===== src/rtl/led_accum_ctrl_pkg.sv =====
// Shared types and defaults for the LED accumulator controller:
// debounce state encoding, default sizes and the counter width helper.
package led_accum_pkg;

    typedef enum logic [1:0] {
        RELEASED,
        PRESS_CHK,
        HELD,
        RELEASE_CHK
    } deb_state_t;

    localparam int unsigned WIDTH_DEFAULT           = 8;
    localparam int unsigned DEBOUNCE_CYCLES_DEFAULT = 500000;

    // A one-cycle debounce still needs a 1-bit counter to keep widths legal.
    function automatic int unsigned cnt_width(input int unsigned cycles);
        return (cycles > 1) ? $clog2(cycles) : 1;
    endfunction

    localparam int unsigned DEBOUNCE_CNT_W = cnt_width(DEBOUNCE_CYCLES_DEFAULT);

endpackage


===== src/rtl/led_accum_ctrl_if.sv =====
// CPU-side write port from the PIO bridge into the accumulator register.
interface led_accum_ctrl_if
    import led_accum_pkg::*;
#(
    parameter int unsigned WIDTH = WIDTH_DEFAULT
);

    logic             cpu_wr_valid;
    logic [WIDTH-1:0] cpu_wr_data;
    logic             cpu_wr_ready;

    modport master (
        output cpu_wr_valid,
        output cpu_wr_data,
        input  cpu_wr_ready
    );

    modport slave (
        input  cpu_wr_valid,
        input  cpu_wr_data,
        output cpu_wr_ready
    );

endinterface


===== src/rtl/led_accum_ctrl_key_debounce.sv =====
// Raw active-low key -> 2-flop synchronizer -> debounce FSM.
// Emits a single-cycle press pulse once a press has been stable long enough.
module key_debounce
    import led_accum_pkg::*;
#(
    parameter int unsigned DEBOUNCE_CYCLES = DEBOUNCE_CYCLES_DEFAULT
) (
    input  logic clk,
    input  logic reset_n,
    input  logic i_key_n,
    output logic o_press_pulse
);

    localparam int unsigned        CNT_W    = cnt_width(DEBOUNCE_CYCLES);
    localparam logic [CNT_W-1:0]   CNT_LAST = CNT_W'(DEBOUNCE_CYCLES - 1);

    logic             r_sync1;
    logic             r_sync2;
    deb_state_t       r_state;
    deb_state_t       w_state_next;
    logic [CNT_W-1:0] r_cnt;
    logic [CNT_W-1:0] w_cnt_next;
    logic             w_cnt_last;

    // Synchronizers reset to the released level so reset never fakes a press.
    always_ff @(posedge clk) begin
        if (!reset_n) begin
            r_sync1 <= 1'b1;
            r_sync2 <= 1'b1;
        end else begin
            r_sync1 <= i_key_n;
            r_sync2 <= r_sync1;
        end
    end

    always_ff @(posedge clk) begin
        if (!reset_n) begin
            r_state <= RELEASED;
            r_cnt   <= '0;
        end else begin
            r_state <= w_state_next;
            r_cnt   <= w_cnt_next;
        end
    end

    assign w_cnt_last = (r_cnt == CNT_LAST);

    always_comb begin
        w_state_next = r_state;
        w_cnt_next   = r_cnt;
        case (r_state)
            RELEASED: begin
                if (!r_sync2) begin
                    w_state_next = PRESS_CHK;
                    w_cnt_next   = '0;
                end
            end
            PRESS_CHK: begin
                if (r_sync2) begin
                    w_state_next = RELEASED;
                end else if (w_cnt_last) begin
                    w_state_next = HELD;
                end else begin
                    w_cnt_next = r_cnt + CNT_W'(1);
                end
            end
            HELD: begin
                if (r_sync2) begin
                    w_state_next = RELEASE_CHK;
                    w_cnt_next   = '0;
                end
            end
            RELEASE_CHK: begin
                if (!r_sync2) begin
                    w_state_next = HELD;
                end else if (w_cnt_last) begin
                    w_state_next = RELEASED;
                end else begin
                    w_cnt_next = r_cnt + CNT_W'(1);
                end
            end
            default: begin
                w_state_next = RELEASED;
                w_cnt_next   = '0;
            end
        endcase
    end

    always_comb begin
        o_press_pulse = (r_state == PRESS_CHK) && !r_sync2 && w_cnt_last;
    end

endmodule


===== src/rtl/led_accum_ctrl.sv =====
// Arbitrates the LED accumulator between clear key, CPU writes and the
// accumulate key (fixed priority in that order), with a one-deep pending slot.
module led_accum_ctrl
    import led_accum_pkg::*;
#(
    parameter int unsigned WIDTH           = WIDTH_DEFAULT,
    parameter int unsigned DEBOUNCE_CYCLES = DEBOUNCE_CYCLES_DEFAULT
) (
    input  logic             clk,
    input  logic             reset_n,
    input  logic             accumulate_n,
    input  logic             clear_n,
    input  logic [WIDTH-1:0] sw,
    led_accum_ctrl_if.slave  cpu,
    output logic [WIDTH-1:0] led,
    output logic             carry
);

    logic             w_acc_pulse;
    logic             w_clr_pulse;
    logic             w_cpu_xfer;
    logic             w_acc_req;
    logic [WIDTH:0]   w_sum;
    logic [WIDTH-1:0] r_led;
    logic             r_carry;
    logic             r_acc_pending;

    key_debounce #(
        .DEBOUNCE_CYCLES (DEBOUNCE_CYCLES)
    ) u_acc_key (
        .clk           (clk),
        .reset_n       (reset_n),
        .i_key_n       (accumulate_n),
        .o_press_pulse (w_acc_pulse)
    );

    key_debounce #(
        .DEBOUNCE_CYCLES (DEBOUNCE_CYCLES)
    ) u_clr_key (
        .clk           (clk),
        .reset_n       (reset_n),
        .i_key_n       (clear_n),
        .o_press_pulse (w_clr_pulse)
    );

    assign cpu.cpu_wr_ready = ~w_clr_pulse;
    assign w_cpu_xfer       = cpu.cpu_wr_valid & ~w_clr_pulse;
    assign w_acc_req        = w_acc_pulse | r_acc_pending;
    assign w_sum            = {1'b0, r_led} + {1'b0, sw};

    // A blocked accumulate (new or already pending) parks in the single slot;
    // extra pulses while it is occupied simply collapse into it.
    always_ff @(posedge clk) begin
        if (!reset_n) begin
            r_led         <= '0;
            r_carry       <= 1'b0;
            r_acc_pending <= 1'b0;
        end else if (w_clr_pulse) begin
            r_led         <= '0;
            r_carry       <= 1'b0;
            r_acc_pending <= 1'b0;
        end else if (w_cpu_xfer) begin
            r_led         <= cpu.cpu_wr_data;
            r_carry       <= 1'b0;
            r_acc_pending <= w_acc_req;
        end else if (w_acc_req) begin
            r_led         <= w_sum[WIDTH-1:0];
            r_carry       <= r_carry | w_sum[WIDTH];
            r_acc_pending <= 1'b0;
        end
    end

    assign led   = r_led;
    assign carry = r_carry;

endmodule


===== src/flat_wrapper.sv =====
// flat-port wrapper written by rule: the top's interface ports become plain ports
module led_accum_ctrl_flat import led_accum_pkg::*;
#(
    parameter int unsigned WIDTH           = WIDTH_DEFAULT,
    parameter int unsigned DEBOUNCE_CYCLES = DEBOUNCE_CYCLES_DEFAULT
)
  (clk, reset_n, accumulate_n, clear_n, sw, led, carry, cpu_cpu_wr_valid, cpu_cpu_wr_data, cpu_cpu_wr_ready);
  led_accum_ctrl_if #(.WIDTH(WIDTH)) cpu_i ();
  input  logic clk;
  input  logic reset_n;
  input  logic accumulate_n;
  input  logic clear_n;
  input  logic [WIDTH-1:0] sw;
  output logic [WIDTH-1:0] led;
  output logic carry;
  input wire logic [$bits(cpu_i.cpu_wr_valid)-1:0] cpu_cpu_wr_valid;
  input wire logic [$bits(cpu_i.cpu_wr_data)-1:0] cpu_cpu_wr_data;
  output wire logic [$bits(cpu_i.cpu_wr_ready)-1:0] cpu_cpu_wr_ready;
  assign cpu_i.cpu_wr_valid = cpu_cpu_wr_valid;
  assign cpu_i.cpu_wr_data = cpu_cpu_wr_data;
  assign cpu_cpu_wr_ready = cpu_i.cpu_wr_ready;
  led_accum_ctrl #(.WIDTH(WIDTH), .DEBOUNCE_CYCLES(DEBOUNCE_CYCLES)) u_core (.clk(clk), .reset_n(reset_n), .accumulate_n(accumulate_n), .clear_n(clear_n), .sw(sw), .cpu(cpu_i), .led(led), .carry(carry));
endmodule

===== config.mk =====
export PLATFORM = sky130hd
export DESIGN_NAME = led_accum_ctrl_flat
export DESIGN_NICKNAME = d
export VERILOG_FILES = /design/src/rtl/led_accum_ctrl_pkg.sv /design/src/rtl/led_accum_ctrl_if.sv /design/src/rtl/led_accum_ctrl_key_debounce.sv /design/src/rtl/led_accum_ctrl.sv /design/src/flat_wrapper.sv
export SDC_FILE = /design/constraint.sdc
export NUM_CORES = 1
export LEC_CHECK = 0
export CORE_ASPECT_RATIO = 1.1
export CORE_MARGIN = 10
export CORE_UTILIZATION = 39
export DETAILED_ROUTE_END_ITERATION = 8
export GPL_ROUTABILITY_DRIVEN = 0
export SLEW_MARGIN = 5
export SYNTH_ARGS = -nofsm -noshare
export SYNTH_HDL_FRONTEND = slang
export SYNTH_HIERARCHICAL = 1
export SYNTH_SLANG_ARGS = --single-unit

===== constraint.sdc =====
create_clock -name clk -period 2.4 [get_ports clk]
set_clock_uncertainty 0.2 [all_clocks]
set_input_delay 0.72 -clock clk [delete_from_list [all_inputs] [get_ports clk]]
set_output_delay 0.72 -clock clk [all_outputs]
set_load 0.005 [all_outputs]

==> flow_summary.yaml <==
sta:
  slew_headroom_pct: 65.1
  fin_crit_ps: 2520
  hold_violations: 0
  slew_viol_final: 0
  worst_slew_pin_slew_ps: 521
  setup_slack_ps: -120
  rsz0062_at_grt: "yes"
  setup_viol: 1
  fin_setup_tns_ps: -120
  max_freq_mhz: 397
  period_share_pct: 105
pwr:
  peakVddDrop_mv: 0.212
  power.density_nw_per_um2: 404
  leakagePower_nw: 1.70
global_routing:
  grt_pass1_vias: 2877
  grt_start_max_net_pins: 19
  antenna_found_initial: 0
  grt_pass1_wl_um: 13800
  grt-ovfl-total: 0
  grt_usage_pct: 13.2
critical_path:
  worst-setup-path-type: "flip-flop to primary output"
  cp_max_fo: 2
  worstPathArrival_ps: 1600
  startpoint_type: "flip-flop"
  crit_required_ps: 1480
  end_kind: "primary output"
synthesis:
  synth-edff-count: 0
  ys_top_cells_by_count: "dfxtp_1, nand2_1, nor2_1, nand3_1, a21oi_1"
  yosysSeqAreaShare_pct: 35.1
  synth-main-ff-cell: "dfxtp_1"
  yosys_warnings: 6
  synth.distinct_cells: 68
  synth.avg_cell_area_um2: 8.80
  synth-seq-cells: 56
  synth_top_area_share_pct: 35.1
  async_reset_ff_share_pct: 0
  synth_cells: 363
  mappedNetlistNets: 395
  yosysTopAreaCell: "dfxtp_1"
  synthTopCellsByArea: "dfxtp_1, ha_1, nand2_1"
  synth_area_um2: 3190
  synth.most_common_cell: "dfxtp_1"
cts:
  cts_tree: "done"
  cts_buffer_depth: 2
  ctsHoldBuffers: 0
  clock_latency_ps: 310
  cts.clk_slew.worst_paths_ps: 100
  cts_root_buf: "clkbuf_8"
  clock_sinks: 56
  cts_buffers: 5
  htree_levels: 2
drt:
  wl_per_cell_um: 14.3
  via_count: 3076
  drtIter0Drc: 111
  firstDrtPassIters: 4
  ant_nets: 0
  vias_per_cell: 5.39
  drc: 0
  routed_wl_um: 8180
floorplanning:
  core-area_um2: 7960
  die_x_um: 106
  pin_count: 31
  dieHeight_um: 115
  die_area_um2: 12200
  initial_utilization_pct: 40.1
  rows: 34
place:
  dpl_cell_area_um2: 4070
  io_buffer_count: 30
  hpwlAfterDp_um: 6130
min_path:
  min_path_type: "flip-flop to flip-flop"
cells_and_area:
  final_nets: 494
  final_area_um2: 4330
  synthToLayoutAreaGrowth_pct: 35.7
  antenna_cells: 0
  drive_gt1_share_pct: 27.2
status:
  status: "complete, but fails checks"
  violations: "negative setup slack"
flow_run:
  maxCapViolCount: 0
[critical path, stage by stage, from the launching register on]
cell     delay, ps
dfxtp_2        360
ha_4           150
nand3_4         90
nor3_4         220
nand3_2        130
nor3_4         150
inv_1           70
buf_2          130
[flip-flops by register name, indices dropped and copies added, names as in the netlist, named ones only]
name / flops
u_core/carry: 1
u_core/led: 8
u_core/r_acc_pending: 1
u_core/u_acc_key/r_cnt: 19
u_core/u_acc_key/r_state: 1
u_core/u_acc_key/r_sync1: 1
u_core/u_acc_key/r_sync2: 1
u_core/u_clr_key/r_cnt: 19
u_core/u_clr_key/r_state: 1
u_core/u_clr_key/r_sync1: 1
u_core/u_clr_key/r_sync2: 1
[final cells by class]
class	count	area (µm²)
clock buffers	8	90.1
fillers	763	3620
inverters	12	45.0
multi-input cells	283	2090
flip-flops and latches	56	1130
well taps	108	135
repair buffers	104	852
[cell families after synthesis]
family | Yosys count | share of synthesized area (%)
flip-flops | 56 | 35.1
adder cells (fa/ha/maj) | 11 | 4.55
XOR/XNOR | 9 | 2.47
multiplexers | 1 | 0.313
AND/OR/NAND/NOR | 165 | 31.2
AO/OA/AOI/OAI | 97 | 22.1
buffers and inverters | 24 | 4.27
[power breakdown]
group | switching [mW] | leakage [nW] | total [mW] | internal, mW
registers | 0.0125 | 0.456 | 0.954 | 0.942
logic | 0.111 | 1.20 | 0.250 | 0.138
clock network | 0.308 | 0.0455 | 0.545 | 0.237
[layer usage]
metal	wire [µm]	global-route usage, %	vias to the layer above
met5	0	0	-
met3	218	2.18	6
li1	-	-	1568
met2	3850	22.0	46
met1	4040	17.5	1456
met4	65	3.16	0
[layout by cell type (no fill, tap or decap), types with 6 or more instances in the layout]
cell type        count
a211o_1             12
o21ai_0              7
nor3_1              13
nor4_1               6
a21o_1               6
nand4_1             15
a21oi_1             16
clkdlybuf4s50_1     24
nand3_1             15
buf_4               74
inv_1               10
o21ai_1             10
nor2_1              21
or3_1               11
dfxtp_1             52
nand2_1             27
clkbuf_8             6
and3_1               8
[worst paths after layout]
check | startpoint | endpoint | slack (ps) | depth (start not counted)
worst max-delay path | u_core/u_clr_key/r_cnt[1] | cpu_cpu_wr_ready | -120 | 7
worst min-delay path | u_core/u_clr_key/r_sync1 | u_core/u_clr_key/r_sync2 | 210 | 1
worst max register to register | u_core/u_clr_key/r_cnt[1] | u_core/led[6] | 140 | 10
worst min register to register | u_core/u_clr_key/r_sync1 | u_core/u_clr_key/r_sync2 | 210 | 1
[stage by stage]
stage               cells  power (mW)  setup slack, ps  utilization (%)  hold slack (ps)
floorplan             363        1.09             13.7                -              186
global placement      558        1.20             -522             51.1              197
detailed placement    558        1.21             -572             51.1              199
CTS                   569        1.76             -184             53.4              225
global route          571        1.83             -203             54.5              235
finish                571        1.75             -120             54.5              214
[what timing repair did]
action / 4_1_cts / 5_1_grt
setup buffers: 3 / 2
endpoints found under the setup margin: 7 / 18
pin swaps: 11 / 8
resized for setup: 25 / 12
Power figures use the tool's default switching activity.
